### src/rtl/bus_if.sv
// Bus-master end of the shared bus: one arbitrated single-word access per pipeline request.
// Latency: busAs_ asserts 2 cycles after as_ with immediate grant; busy drops in the busRdy_=0 cycle.
// Backpressure: busy stalls the pipeline while requesting/accessing; stall holds completion in STALL.

`ifndef WORD_ADDR_BUS
`define WORD_ADDR_BUS 30
`endif
`ifndef WORD_DATA_BUS
`define WORD_DATA_BUS 32
`endif

module bus_if (
    input  logic                       clk,
    input  logic                       reset_,
    input  logic                       stall,
    input  logic                       flush,
    output logic                       busy,
    input  logic [`WORD_ADDR_BUS-1:0]  addr,
    input  logic                       as_,
    input  logic                       rw,
    input  logic [`WORD_DATA_BUS-1:0]  wrData,
    output logic [`WORD_DATA_BUS-1:0]  rdData,
    output logic                       busReq_,
    input  logic                       busGrnt_,
    output logic [`WORD_ADDR_BUS-1:0]  busAddr,
    output logic                       busAs_,
    output logic                       busRW,
    output logic [`WORD_DATA_BUS-1:0]  busWrData,
    input  logic [`WORD_DATA_BUS-1:0]  busRdData,
    input  logic                       busRdy_
);

    typedef enum logic [1:0] {
        IDLE   = 2'd0,
        REQ    = 2'd1,
        ACCESS = 2'd2,
        STALL  = 2'd3
    } state_t;

    state_t                     state;
    logic [`WORD_DATA_BUS-1:0]  rdBuf;

    always_ff @(posedge clk) begin
        if (!reset_) begin
            state     <= IDLE;
            rdBuf     <= '0;
            busReq_   <= 1'b1;
            busAs_    <= 1'b1;
            busRW     <= 1'b0;
            busAddr   <= '0;
            busWrData <= '0;
        end else begin
            case (state)
                IDLE: begin
                    if (!as_ && !flush) begin
                        busAddr   <= addr;
                        busRW     <= rw;
                        busWrData <= wrData;
                        busReq_   <= 1'b0;
                        state     <= REQ;
                    end
                end
                REQ: begin
                    if (!busGrnt_) begin
                        busAs_ <= 1'b0;
                        state  <= ACCESS;
                    end
                end
                ACCESS: begin
                    // Strobe is a single-cycle pulse; grant loss or flush here never aborts.
                    busAs_ <= 1'b1;
                    if (!busRdy_) begin
                        busReq_   <= 1'b1;
                        busAddr   <= '0;
                        busRW     <= 1'b0;
                        busWrData <= '0;
                        if (busRW) begin
                            rdBuf <= busRdData;
                        end
                        state <= stall ? STALL : IDLE;
                    end
                end
                STALL: begin
                    if (!stall) begin
                        state <= IDLE;
                    end
                end
                default: state <= IDLE;
            endcase
        end
    end

    always_comb begin
        busy   = 1'b0;
        rdData = rdBuf;
        case (state)
            IDLE:    busy = ~as_ & ~flush;
            REQ:     busy = 1'b1;
            ACCESS: begin
                busy = busRdy_;
                // Forward slave data in the ready cycle so the pipeline need not wait for rdBuf.
                if (!busRdy_ && busRW) begin
                    rdData = busRdData;
                end
            end
            STALL:   busy = 1'b0;
            default: busy = 1'b0;
        endcase
    end

endmodule

### config.mk
export PLATFORM = sky130hd
export DESIGN_NAME = bus_if
export DESIGN_NICKNAME = d
export VERILOG_FILES = /design/src/rtl/bus_if.sv
export SDC_FILE = /design/constraint.sdc
export NUM_CORES = 1
export LEC_CHECK = 0
export CAP_MARGIN = 40
export CORE_MARGIN = 2
export CORE_UTILIZATION = 40
export DETAILED_ROUTE_END_ITERATION = 7
export DONT_BUFFER_PORTS = 1
export GPL_TIMING_DRIVEN = 0
export HOLD_SLACK_MARGIN = 0.15
export PLACE_DENSITY = 0.52
export SYNTH_ARGS = -nofsm -noshare
export SYNTH_HDL_FRONTEND = slang
export SYNTH_SLANG_ARGS = --single-unit
### constraint.sdc
create_clock -name clk -period 1.9 [get_ports clk]
set_input_delay 0.095 -clock clk [delete_from_list [all_inputs] [get_ports clk]]
set_output_delay 0.095 -clock clk [all_outputs]
set_load 0.1 [all_outputs]
# Word level (Yosys, flattened, before mapping)
# Index checks and enable logic that the tools add are counted.
[word_totals] ff_bits=99 in_bits=102 output_inout_bits=98 elab_cells=53
[op_classes] n_eq_ne=7 muxes=23 n_bitwise=4 reduce_logical=12
[op_table] op="$mux 32" n=4
[op_table] op="$pmux 32 s2" n=1
[op_table] op="$mux 30" n=2
[op_table] op="$pmux 30 s2" n=1
[op_table] op="$mux 2" n=5
[op_table] op="$ne 2x2->1 const B" n=4
[op_table] op="$pmux 2 s4" n=1
[op_table] op="$pmux 1 s2" n=3
[op_table] op="$reduce_and 3->1" n=2
[op_table] op="$mux 1" n=5
[op_table] op="$eq 2x2->1 const B" n=2
[op_table] op="$pmux 1 s4" n=1
[op_table] op="$reduce_and 4->1" n=1
[op_table] op="$reduce_bool 2->1" n=2
[op_table] op="$logic_not 1->1" n=3
[op_table] op="$not 1->1" n=3
[op_table] op="$eq 2x1->1 const B" n=1
[op_table] op="$logic_and 1x1->1" n=2
[op_table] op="$logic_not 2->1" n=1
[op_table] op="$reduce_and 2->1" n=1
[op_table] op="$and 1x1->1" n=1

# Depth between registers and ports, before layout
# Gate-level depths: netlist of run 1.
[depth] word_depth=4 depth_mapped=6 depth_no_buf=3

# Worst setup path before layout of run 1
# No wires, ideal clock.
[synth_timing] path_type="reg2reg" startpoint="register busRW" endpoint="register rdBuf[1]" setup_ns=0.118 t_arrival_ns=2.642 t_required_ns=1.782 path_slack_ns=-0.860 stages_incl_launch_ff=6 path_buffers=2 period_less_slack_ns=2.760 path_cell_list="dfxtp_1 nor4bb_1 clkbuf_1 buf_4 mux2_1 and2_1"
[synth_via] elab_chain_len=1
[synth_rtl] element="start, declared" line_no="27" text="output logic busRW,"
[synth_rtl] element="start signal, assigned" line_no="57" text="busRW <= rw;"
[synth_rtl] element="$reduce_and 3->1 (no line)"
[synth_rtl] element="end signal, assigned" line_no="78" text="rdBuf <= busRdData;"
[synth_rtl] element="end, declared" line_no="41" text="logic [`WORD_DATA_BUS-1:0] rdBuf;"
# Every way passes these cells.
# A chain may end at the register's enable or synchronous reset.

# Worst setup path in the final report of run 1
[layout_timing] startpoint="register busRW" endpoint="output port rdData[4]"
[layout_via] elab_chain_len=3
[layout_rtl] element="$logic_and 1x1->1" line_no="102" text="if (!busRdy_ && busRW) begin"
[layout_rtl] element="$mux 32" line_no="102"
[layout_rtl] element="$mux 32" line_no="96" text="case (state)"
[layout_rtl] element="end, declared" line_no="22" text="output logic [`WORD_DATA_BUS-1:0] rdData,"
# Every way passes these cells.

==> run summary, run 1 <==
The flow ran to the end, but the final reports show violations. The final reports fail on negative setup slack. The number of filler cells placed in the layout came out at between 500 and 600. The number of synthesized register bits is 99. The number of standard cells in the final layout excluding fillers is between 500 and 600. Of all nets on the critical path, the largest fanout is 10. After clock tree synthesis, the clock-pin slew on the worst setup and hold paths is approximately 0.09 ns.

The worst voltage drop across the vdd grid came out at about 0.49 mV. Once routing completed, OpenROAD measured the worst setup slack at -0.153 ns. The standard-cell row count is 33. The biggest cell delay along the critical path is 0.56 ns. By count the netlist is led by sky130_fd_sc_hd__dfxtp_1, sky130_fd_sc_hd__a22o_1, sky130_fd_sc_hd__and2_1, sky130_fd_sc_hd__mux2_2, sky130_fd_sc_hd__buf_6. The count of maximum capacitance violations came out at 0. At the pin with the least slew margin, the transition time is about 0.42 ns. TritonCTS built the clock tree. The setup clock skew after layout came out at between 0.01 and 0.015 ns. The detailed-placement wirelength estimate is ~6000 um.

The final layout contains 522 nets. The number of synthesized flops with an enable pin is 0. At the end of routability-driven placement, the weighted congestion stood at a little over 0.7. Setup repair after global routing could not meet its margin everywhere. The clock power share came out at 0.284.

The buffer cell driving the clock tree root is sky130_fd_sc_hd__clkbuf_8. The top achievable clock speed came out at approximately 490 MHz. The count of final setup violators is 43. The area share of the largest cell type after synthesis came out at 0.576.

The violation count after the first detailed-routing iteration is 62. The tightest min-delay check is of the primary input to register type. At the worst endpoint, the required time is about 1.8 ns.

The count of mapped cells out of synthesis came out at 272. The detailed-routing iteration count for the pre-antenna-repair pass is 7. In this run, CTS created clock tree buffers numbering 9. The number of synthesis warnings came out at 0. The number of global-route vias before repair is 2941.

By area the synthesized netlist is led by sky130_fd_sc_hd__dfxtp_1, sky130_fd_sc_hd__a22o_1, sky130_fd_sc_hd__mux2_2. The number of antenna violations at the first check in global routing is 0. The number of distinct library cells after synthesis is 23. Summing every instance area after synthesis gives between 3000 and 4000 um2. The cell leakage power came out at about 2.4 nW.

The residual antenna-violating net count after detailed routing came out at 0. The number of max-slew violations in the final report is 0. The mean cell area of the mapped netlist is around 13 um2. The number of antenna repair diodes came out at 0. The count of vias placed by the detailed router came out at between 2000 and 3000. The library cell occupying the most area in the post-synthesis netlist is sky130_fd_sc_hd__dfxtp_1. For the finished layout, the period the worst path requires is 2.05 ns. The portion of the post-synthesis area used by sequential elements is 0.576. The total count of hold-check failures in the final report is 0. The design internal power came out at roughly 3.2 mW. The signal on the critical path passes through nor4bb_4, buf_6, buf_12, mux2_4. In this design, the largest share of critical-path delay is due to flip-flops. The die boundary height is roughly 97 um. At the worst endpoint, the arrival time is roughly 2.0 ns. The power per standard cell area came out at around 840 nW/um2.

The worst slew margin relative to its limit is 0.719. The area added between synthesis and finish is 68.2%. The maximum number of pins on one net before global-route repair is 17. sky130_fd_sc_hd__dfxtp_1 is the most common cell in the netlist. STA classifies the critical path startpoint as a register.

The area of the die is about 9400 um2. The post-route DRC violation count came out at 0. The core region is ~8300 um2. The effective utilization at floorplan came out at 0.415. The overall track demand over capacity in global routing came out at 0.208. The mean routed wirelength per cell came out at between 15 and 20 um.

Global routing finished with a remaining overflow of 0. The number of placed instances, taps included came out at 442. The fraction of synthesis flops using an asynchronous set or reset pin came out at 0. The worst setup path is captured at an output port. The switching portion of total power is 0.330. The power dissipated by switching net loads came out at 1.60 mW. The number of levels in the clock H-tree is 3.

For this run, the leading register cell type out of synthesis is sky130_fd_sc_hd__dfxtp_1. The quantity of I/O buffers inserted on ports came out at 0. The routed length on met2 is just under 5000 um.

The maximum root-to-sink buffer count came out at 2. For this design, the slowest cell found on the critical path is sky130_fd_sc_hd__dfxtp_4. The worst hold slack across all endpoints is between 0.1 and 0.15 ns. Before CTS, the worst setup slack after placement is -0.278 ns. Counting both buffers and inverters, the worst setup path holds a total of 2. In the detailed route, the total length drawn on met3 is about 850 um. The wire length after detailed routing came out at slightly below 10000 um.

The average via count per standard cell came out at roughly 5.2. In this run the horizontal extent of the chip is a little under 100 um. The TritonCTS sink count is 99.

Of the total power, combinational logic draws 0.252. The global-route wire length before repair is between 15000 and 20000 um. In the finished design, the share of the clock period the worst path needs comes to 1.08. The uppermost metal layer occupied by signal nets is met4. 200 I/O pins were placed. The net count of the mapped netlist is around 370. The worst setup path is of the register to output port kind. Of the total power, registers draw 0.463. Of the cells placed in the final design, the portion with a size suffix greater than 1 is 0.384.

The met1 layer wirelength in the final routing is between 3000 and 4000 um. The worst-skew pair later-pin latency is approximately 0.35 ns.
## worst register-to-register path: cells and delay by family (launching register included)
kind | cells | cell delay (ns)
simple gates | 2 | 0.48
mux | 1 | 0.45
buf+inv | 2 | 0.33
flops | 1 | 0.56
## worst paths after layout
check                                start    endpoint  slack (ns)  cells past startpoint
worst max-delay path                 busRW   rdData[4]       -0.15                      4
worst min-delay path                   as_     busReq_        0.11                      3
worst max register to register       busRW    rdBuf[2]       -0.02                      5
worst min register to register  busAddr[1]  busAddr[1]        0.54                      1
## what timing repair did
action	4_1_cts	5_1_grt
pin swaps	0	4
setup endpoints to repair	64	125
hold buffers	69	0
hold endpoints to repair	91	0
gates resized for setup	41	27
buffers inserted	0	3
## metal layers
| metal | global-route usage | up-vias |
|---|---|---|
| met5 | 0 | - |
| met4 | 0.0585 | 0 |
| met3 | 0.0910 | 16 |
| met2 | 0.353 | 137 |
| met1 | 0.238 | 1304 |
| li1 | - | 1290 |
## placed cells by master (no fill, tap or decap), types with 2 or more instances in the layout
cell,synthesis,layout
sky130_fd_sc_hd__nor2_1,4,4
sky130_fd_sc_hd__buf_16,0,5
sky130_fd_sc_hd__nand2b_1,2,2
sky130_fd_sc_hd__and2_4,0,24
sky130_fd_sc_hd__buf_4,3,2
sky130_fd_sc_hd__o21ai_0,2,2
sky130_fd_sc_hd__clkbuf_8,0,10
sky130_fd_sc_hd__buf_6,14,15
sky130_fd_sc_hd__clkbuf_1,4,4
sky130_fd_sc_hd__dlygate4sd3_1,0,69
sky130_fd_sc_hd__a22o_1,63,63
sky130_fd_sc_hd__mux2_4,0,32
sky130_fd_sc_hd__dfxtp_1,99,98
sky130_fd_sc_hd__a21oi_1,5,4
sky130_fd_sc_hd__buf_8,0,60
sky130_fd_sc_hd__inv_1,2,2
sky130_fd_sc_hd__and2_1,32,8
sky130_fd_sc_hd__buf_12,0,4
## registers in the layout, indices dropped and copies added, names as in the netlist
signal and cells:
busWrData 32, rdBuf 32, busAddr 30, state 2, busAs_ 1, busRW 1
busReq_ 1
## per-stage QoR
stage	power, mW	setup TNS [ns]	cell area, um2	util
2_1_floorplan	3.03	-3.33	3460	-
3_3_place_gp	3.08	-6.97	3590	0.433
3_5_place_dp	3.36	-7.76	4630	0.558
4_1_cts	4.85	-11.75	5670	0.684
5_1_grt	5.01	-7.94	5790	0.698
6_report	4.85	-4.61	5790	0.698
## power by group through the flow
stage / sequential (mW) / combinational (mW) / clock, mW
3_3_place_gp: 2.81 / 0.267 / 0
5_1_grt: 2.25 / 1.26 / 1.50
2_1_floorplan: 2.79 / 0.233 / 0
4_1_cts: 2.24 / 1.20 / 1.41
3_5_place_dp: 2.29 / 1.08 / 0
6_report: 2.25 / 1.22 / 1.38
## cell families after synthesis
logic type / synth area share
AO/OA/AOI/OAI: 0.178
buffers and inverters: 0.0603
flip-flops: 0.576
multiplexers: 0.105
AND/OR/NAND/NOR: 0.0811
## final cells by class
type	count	area [um2]	share of cell area
Buffer	22	245	0.0424
Inverter	2	7.51	0.00130
Multi-Input combinational cell	149	1460	0.252
Clock buffer	11	141	0.0244
Clock inverter	5	58.8	0.0102
Tap cell	105	131	0.0227
Sequential cell	99	1990	0.343
Timing Repair Buffer	137	1760	0.305
Power figures use the tool's default switching activity.
==> inputs of run 2 (changes only) <==
--- a/config.mk
+++ b/config.mk
@@ -13,6 +13,8 @@
 export GPL_TIMING_DRIVEN = 0
 export HOLD_SLACK_MARGIN = 0.15
 export PLACE_DENSITY = 0.52
+export SKIP_LAST_GASP = 1
 export SYNTH_ARGS = -nofsm -noshare
 export SYNTH_HDL_FRONTEND = slang
 export SYNTH_SLANG_ARGS = --single-unit
+export TNS_END_PERCENT = 50
==> run 2 against run 1 <==
The run still ends with negative setup slack left. Die area did not move. Final cell count fell by 0.19%. Power fell by 0.20%. Critical path type unchanged. Largest cell class unchanged.
==> run summary, run 2 (same netlist as run 1, synthesis figures left out) <==
The I/O pin total came out at 200 (unchanged). The average via count per standard cell is 5.24 (+1.1%). The biggest cell delay along the critical path came out at 0.56 ns (about the same). The detailed-routing iteration count for the pre-antenna-repair pass came out at 6 (-1).

The count of maximum capacitance violations is 0 (unchanged). The number of placed instances, taps included is 442 (unchanged). Walking the worst path, the cells encountered are nor4bb_4, buf_6, buf_12, mux2_4. The sum of negative setup slack was -4.58 ns (+0.0328 ns). The combinational share of power came out at 0.251 (about the same). The effective utilization at floorplan was 0.415 (unchanged).

The detailed-placement wirelength estimate came to 6100 um (unchanged). The total cell area at the placement stage came out at 4630 um2 (unchanged). The maximum root-to-sink buffer count is 2 (unchanged). The core outline area was 8300 um2 (unchanged). The fraction of power consumed by sequential logic came out at 0.464 (about the same). The design internal power came out at 3.24 mW (-0.17%). The worst-skew pair later-pin latency came out at 0.35 ns (about the same). The count of vias placed by the detailed router is 2772 (+0.91%). The flow ran to the end, but the final reports show violations. The number of nets at the end of the flow came out at 521 (-0.19%). Leaving out fill and tap cells, the most frequent cell in the layout is sky130_fd_sc_hd__dfxtp_1. The power per standard cell area is 840 nW/um2 (+0.37%). The overall track demand over capacity in global routing came to 0.207 (-0.000305).

The top achievable clock speed was 487 MHz (about the same). The number of global-route vias before repair came out at 2942 (+0.034%). The area of the die is 9360 um2 (unchanged). The worst setup path is launched from a register.

The end-of-flow core utilization is 0.694 (-0.00392). The worst voltage drop across the vdd grid was 0.486 mV (about the same). The total clock buffers created by CTS is 9 (unchanged). The clock power share is 0.284 (about the same). The cell leakage power came out at 2.42 nW (-0.62%). The number of antenna repair diodes came out at 0 (unchanged). The global route total overflow came out at 0 (unchanged). The slowest stage of the critical path belongs to the cell sky130_fd_sc_hd__dfxtp_4.

The worst hold path begins at as_. The setup clock skew after layout was 0.00928 ns (-0.000854 ns). The clock transition at the register clock pins on the worst setup and hold paths after CTS is 0.09 ns (about the same). The area added between synthesis and finish came out at 67.3%. The final worst slack was -0.152 ns (+0.00119 ns). The worst hold slack across all endpoints came out at 0.179 ns (+0.0710 ns). The number of standard cells in the final layout excluding fillers was 529 (-0.19%). The global-route wire length before repair is 15600 um (-0.13%). The layout cell share with drive strength beyond 1 came out at 0.373 (-0.0109). In the final layout, the registers with the most flip-flops are busWrData: 32 flops, rdBuf: 32 flops, busAddr: 30 flops.

The critical path starts at busRW. The worst slew margin relative to its limit was 0.580 (-0.140). The TritonCTS sink count came to 99 (unchanged). Setup repair after global routing could not meet its margin everywhere.

The tree is rooted in a sky130_fd_sc_hd__clkbuf_8. The number of cells traversed by the worst register-to-register path is 5 (unchanged). The quantity of I/O buffers inserted on ports was 0 (unchanged). The total count of hold-check failures in the final report came out at 0 (unchanged). The wire length after detailed routing is 9790 um (-0.39%).

The post-route cell area came out at 5760 um2 (-0.56%). The data arrival time of the worst path came out at 1.96 ns (about the same). The weighted congestion reported at the end of routability-driven placement came out at 0.714 (unchanged). The violation count after the first detailed-routing iteration came out at 62 (unchanged). The critical path in this run is classified as register to output port. The startpoint identified for the worst register-to-register timing path is busRW. The maximum number of pins on one net before global-route repair was 17 (unchanged). STA classifies the critical path endpoint as an output port. The floorplan die width came to 96.8 um (unchanged). The mean routed wirelength per cell is 18.5 um (-0.20%). The die boundary height came out at 96.8 um (unchanged). The power dissipated by switching net loads is 1.59 mW (-0.24%). The number of antenna violations at the first check in global routing is 0 (unchanged).

The required time at the endpoint of the critical path came to 1.80 ns (about the same). The standard-cell row count came to 33 (unchanged). The number of max-slew violations in the final report came out at 0 (unchanged). The count of final setup violators came out at 41 (-4.7%). The switching portion of total power was 0.330 (about the same). The number of levels in the clock H-tree came out at 3 (unchanged).

The share of the cycle needed by the critical path after routing is 1.08 (about the same). The post-layout minimum cycle time was 2.05 ns (-0.00119 ns). The number of instances on the worst hold path is 3 (unchanged). The final reports fail on negative setup slack. TritonCTS built the clock tree.

The biggest fanout along the worst timing path came out at 10 (unchanged). The top cell types in the final layout, fill and taps aside, are sky130_fd_sc_hd__dfxtp_1, sky130_fd_sc_hd__dlygate4sd3_1, sky130_fd_sc_hd__a22o_1. The residual antenna-violating net count after detailed routing is 0 (unchanged).

The measured slew at the worst slew-check pin is 0.628 ns (+0.208 ns). The min-delay analysis places its worst path in the category primary input to register. The post-route DRC violation count came out at 0 (unchanged).
## run 2: cell types whose count changed in the layout (fill, tap and decap cells not counted), sizes merged
cell	change
buf	-1
## run 2: critical path, delay by kind of cell (launching register included)
| family | cells | cell delay (ns) |
|---|---|---|
| buf+inv | 2 | 0.33 |
| simple gates | 1 | 0.27 |
| mux | 1 | 0.45 |
| flops | 1 | 0.56 |
## run 2: metal layers
metal	GRT usage	up-vias	part of all wire
met5	0	-	0
met4	0.0585	0	0.017
met3	0.0918	17	0.088
met2	0.353	147	0.50
met1	0.236	1324	0.39
li1	-	1284	-
## run 2: repair_timing
item | 4_1_cts | 5_1_grt
hold endpoints to repair | 99 | 0
endpoints found under the setup margin | 64 | 125
hold buffers | 69 | 0
pin swaps | 0 | 3
buffers inserted | 0 | 2
gates resized for setup | 38 | 26
## run 2: power groups by stage
stage          clock [mW]  sequential [mW]  combinational (mW)
3_5_place_dp            0             2.29                1.08
5_1_grt              1.50             2.25                1.25
3_3_place_gp            0             2.81               0.267
4_1_cts              1.41             2.24                1.20
6_report             1.38             2.25                1.21
2_1_floorplan           0             2.79               0.233
## run 2: layout make-up
| class | count | area [um2] |
|---|---|---|
| Buffer | 22 | 245 |
| Clock buffer | 11 | 141 |
| Clock inverter | 5 | 58.8 |
| Fill cell | 565 | 2540 |
| Inverter | 2 | 7.51 |
| Multi-Input combinational cell | 149 | 1440 |
| Sequential cell | 99 | 1990 |
| Tap cell | 105 | 131 |
| Timing Repair Buffer | 136 | 1740 |
## run 2: path summary, 6_finish.rpt
path                                   end  slack [ns]
worst max-delay path             rdData[4]       -0.15
worst min register to register  busAddr[1]        0.54
worst min-delay path               busReq_        0.18
worst max register to register    rdBuf[2]       -0.01
## run 2: stage by stage
stage / worst slack, ns / power (mW)
final: -0.152 / 4.84
after global routing: -0.220 / 5.00
after CTS: -0.270 / 4.85
after detailed placement: -0.278 / 3.36
after global placement: -0.258 / 3.08
after floorplan: -0.123 / 3.03
==> inputs of run 3 (changes only) <==
--- a/config.mk
+++ b/config.mk
@@ -6,15 +6,13 @@
 export NUM_CORES = 1
 export LEC_CHECK = 0
 export CAP_MARGIN = 40
-export CORE_MARGIN = 2
 export CORE_UTILIZATION = 40
 export DETAILED_ROUTE_END_ITERATION = 7
 export DONT_BUFFER_PORTS = 1
-export GPL_TIMING_DRIVEN = 0
 export HOLD_SLACK_MARGIN = 0.15
 export PLACE_DENSITY = 0.52
 export SKIP_LAST_GASP = 1
 export SYNTH_ARGS = -nofsm -noshare
 export SYNTH_HDL_FRONTEND = slang
 export SYNTH_SLANG_ARGS = --single-unit
-export TNS_END_PERCENT = 50
+export TNS_END_PERCENT = 10
==> run 3 against run 2 <==
The run now fails in clock tree synthesis. Synthesized cell count is the same. Synthesized area unchanged.
==> run summary, run 3 <==
The floorplan die width is 94.8 um (-2.1%). The effective utilization at floorplan came out at 0.417 (+0.00207). Of all cell types, the one taking the most synthesized area is sky130_fd_sc_hd__dfxtp_1. The number of levels in the clock H-tree is 3 (unchanged).

The total clock buffers created by CTS is 9 (unchanged). The TritonCTS sink count came out at 99 (unchanged). The area share of the largest cell type after synthesis came out at 0.576 (unchanged). The count of mapped cells out of synthesis came to 272 (unchanged). The detailed-placement wirelength estimate is 5420 um (-11%). The maximum root-to-sink buffer count was 2 (unchanged). The most common flop cell mapped by yosys is sky130_fd_sc_hd__dfxtp_1. The number of synthesis warnings came to 0 (unchanged). The flow did not finish.

The post-cts repair resize count came out at 72 (+89%). The number of post-CTS setup repair buffers came out at 3 (+3). In the post-synthesis netlist, the biggest area contributors are sky130_fd_sc_hd__dfxtp_1, sky130_fd_sc_hd__a22o_1, sky130_fd_sc_hd__mux2_2. The cell sitting at the root of the clock tree is a sky130_fd_sc_hd__clkbuf_8. The number of synthesized register bits came out at 99 (unchanged). The number of distinct library cells after synthesis came out at 23 (unchanged). The weighted congestion reported at the end of routability-driven placement came to 0.712 (-0.36%). The fraction of synthesis flops using an asynchronous set or reset pin is 0 (unchanged). In the post-synthesis netlist, the cell with the most instances is sky130_fd_sc_hd__dfxtp_1. The hold buffer count at cts came out at 102 (+48%). The net count of the mapped netlist came out at 374 (unchanged). The first error in the log reads "[ERROR RSZ-0060] Max buffer count reached".

The I/O pin total came out at 200 (unchanged). The mean cell area of the mapped netlist came out at 12.7 um2 (unchanged). The number of synthesized flops with an enable pin came out at 0 (unchanged). The standard-cell row count is 33 (unchanged). The quantity of I/O buffers inserted on ports is 0 (unchanged). The portion of the post-synthesis area used by sequential elements is 0.576 (unchanged). The commonest cells after synthesis are sky130_fd_sc_hd__dfxtp_1, sky130_fd_sc_hd__a22o_1, sky130_fd_sc_hd__and2_1, sky130_fd_sc_hd__mux2_2, sky130_fd_sc_hd__buf_6. The combined area of all synthesized cells came out at 3440 um2 (unchanged). The die boundary height was 94.8 um (-2.1%).

The flow stopped in clock tree synthesis.
run 3: cell counts after synthesis:
Identical to the previous run, type by type.
run 3: cell families after synthesis:
logic type             count (synthesis)  synth area share
AND/OR/NAND/NOR                       44            0.0811
flip-flops                            99             0.576
AO/OA/AOI/OAI                         73             0.178
buffers and inverters                 24            0.0603
multiplexers                          32             0.105
run 3: metrics by stage:
step | setup slack (ns) | std cells | setup TNS, ns | cell area (um2) | hold WS [ns]
after floorplan | -0.123 | 272 | -3.33 | 3460 | 0.217
after global placement | 0.190 | 460 | 0 | 4420 | 0.179
after detailed placement | 0.156 | 460 | 0 | 4420 | 0.181
==> inputs of run 4 (changes only) <==
--- a/config.mk
+++ b/config.mk
@@ -6,11 +6,10 @@
 export NUM_CORES = 1
 export LEC_CHECK = 0
 export CAP_MARGIN = 40
-export CORE_UTILIZATION = 40
+export CORE_UTILIZATION = 25
 export DETAILED_ROUTE_END_ITERATION = 7
 export DONT_BUFFER_PORTS = 1
-export HOLD_SLACK_MARGIN = 0.15
-export PLACE_DENSITY = 0.52
+export PLACE_DENSITY_LB_ADDON = 0.15
 export SKIP_LAST_GASP = 1
 export SYNTH_ARGS = -nofsm -noshare
 export SYNTH_HDL_FRONTEND = slang
==> run 4 against run 3 <==
The flow now finishes, with violations (negative setup slack).
==> run summary, run 4 (same netlist as run 1, synthesis figures left out) <==
The later pin in the worst-skew pair is clocked with a latency of between 0.3 and 0.4 ns. The biggest fanout along the worst timing path came out at 8. The startpoint type of the worst setup path is a register. The worst voltage drop across the vdd grid came out at around 0.57 mV. The overall track demand over capacity in global routing is 0.135. The detail route stage leaves a number of antenna-violating nets equal to 0.

The total count of hold-check failures in the final report came out at 0. The path class of the tightest hold or removal check is primary input to register. The die boundary height is 119 um (+26%). TritonCTS built the clock tree.

Once layout is done, the placed cells without fillers occupy roughly 6000 um2. The top achievable clock speed came out at 522 MHz. The required time at the endpoint of the critical path came out at between 1.5 and 2 ns.

The tree is rooted in a sky130_fd_sc_hd__clkbuf_16. On the critical path, the stage with the largest delay is an instance of sky130_fd_sc_hd__dfxtp_4. The setup clock skew after layout came out at roughly 0.0048 ns.

The number of max-slew violations in the final report came out at 0. The biggest cell delay along the critical path came out at approximately 0.34 ns. The first detailed-routing pass took 4 iterations.

The total clock buffers created by CTS came out at 9 (unchanged). The number of antenna diodes in the final layout is 0. The layout cell share with drive strength beyond 1 came out at 0.377.

The maximum number of pins on one net before global-route repair came out at 64. The TritonCTS sink count is 99 (unchanged). The tool flagged a number of max-cap violations equal to 0. The number of nets at the end of the flow is between 500 and 600. The clock transition at the register clock pins on the worst setup and hold paths after CTS came out at approximately 0.060 ns. The critical path goes through nor4bb_4, buf_4, buf_16, mux2_4, buf_12. The violation count after the first detailed-routing iteration came out at 107. The global route total overflow came out at 0. The I/O pin total is 200 (unchanged).

The share of the cycle needed by the critical path after routing came out at 1.01. The final layout contains routed wiring with a total length of 9850 um. In the final timing run, aggregate negative setup slack is -0.110 ns. The floorplan die width is 119 um (+26%). Setup violations remaining at the end of the flow were counted as 17. In the final routing, the length of wire on met1 measures approximately 4000 um. The mean routed wirelength per cell came out at roughly 16 um.

The data arrival time of the worst path is 1.82 ns. The final worst slack came out at -0.0152 ns. The core outline area is 13300 um2. The average via count per standard cell came out at about 4.5.

The number of levels in the clock H-tree came out at 3 (unchanged). Setup repair after global routing could not meet its margin everywhere. In the final layout, the registers with the most flip-flops are busWrData: 32 flops, rdBuf: 32 flops, busAddr: 30 flops. The power after layout came out at between 5 and 6 mW. The first global-routing pass estimated roughly 15000 um of wire. The flow ran to the end, but the final reports show violations. The total cell area at the placement stage came out at 4350 um2 (-1.6%). The library cell used most frequently in the layout, excluding fill and tap cells, is sky130_fd_sc_hd__dfxtp_1. The weighted congestion reported at the end of routability-driven placement was 0.710 (-0.30%). The count of vias placed by the detailed router came out at around 2800. The worst setup path is captured at an output port.

The quantity of I/O buffers inserted on ports is 0 (unchanged). The kind of critical path is register to output port. The effective utilization at floorplan came to 0.258 (-0.159).

On the critical path the largest part of the delay comes from buffers and inverters. The detailed-placement wirelength estimate came out at 5750 um (+6.1%). The maximum root-to-sink buffer count came out at 2 (unchanged). The number of antenna violations at the first check in global routing came to 0.

The post-route DRC violation count is 0. At the pin with the least slew margin, the transition time is 0.300 ns. Wire segments on met2 add up to between 4000 and 5000 um in the final route.

Counting both buffers and inverters, the worst setup path holds a total of 3. In the detailed route, the total length drawn on met3 is between 800 and 900 um. The worst pin sits at a relative slew slack of 0.800. The checks that failed: negative setup slack. The library cells used most frequently in the layout, excluding fill and tap cells, are sky130_fd_sc_hd__dfxtp_1, sky130_fd_sc_hd__buf_4, sky130_fd_sc_hd__dlygate4sd3_1.

The highest metal layer carrying signal wires in the routed design is met4. The standard-cell row count is 42 (+27%). The number of global-route vias before repair came to 2821. The worst hold slack across all endpoints came out at ~0.037 ns. The post-layout minimum cycle time came out at 1.92 ns. The area added between synthesis and finish came out at 72.6%. The power per standard cell area is 879 nW/um2.

The area of the die came out at 14200 um2. The cell leakage power came out at between 2 and 3 nW.
[run 4: path summary, 6_finish.rpt]
path	from	end	slack [ns]	cells after the start
setup / recovery	busRW	rdData[8]	-0.02	5
hold / removal	busRdData[15]	rdBuf[15]	0.04	2
setup reg to reg	state[0]	busAddr[9]	0.16	5
hold reg to reg	busWrData[5]	busWrData[5]	0.49	1
[run 4: stage by stage]
stage                     setup slack, ns   util  std cells
after floorplan                    -0.123      -        272
after global placement              0.193  0.326        530
after detailed placement            0.162  0.326        530
after CTS                          -0.178  0.421        622
after global routing               -0.126  0.445        622
final                             -0.0152  0.445        622
[run 4: area by class of cell]
type | instances | area, um2
Clock inverter | 5 | 77.6
Multi-Input combinational cell | 149 | 1390
Clock buffer | 10 | 239
Fill cell | 1226 | 7410
Sequential cell | 99 | 1990
Inverter | 2 | 7.51
Tap cell | 176 | 220
Timing Repair Buffer | 181 | 2010
[run 4: layer usage]
layer	up-vias	track usage
met1	1315	0.150
met2	139	0.231
met5	-	0
li1	1319	-
met4	0	0.0398
met3	7	0.0613
[run 4: report_power, final]
group / internal, mW / switching [mW] / total, mW
Clock: 1.18 / 0.762 / 1.94
Sequential: 2.16 / 0.0275 / 2.18
Combinational: 0.301 / 0.794 / 1.09
[run 4: repair_timing]
item                                   in CTS  in global routing
hold buffers                               67                  0
pin swaps                                   1                  1
setup endpoints to repair                  32                 32
resized for setup                          40                 86
gates cloned                                3                  0
endpoints found under the hold margin      99                  0
buffers inserted                            7                  2
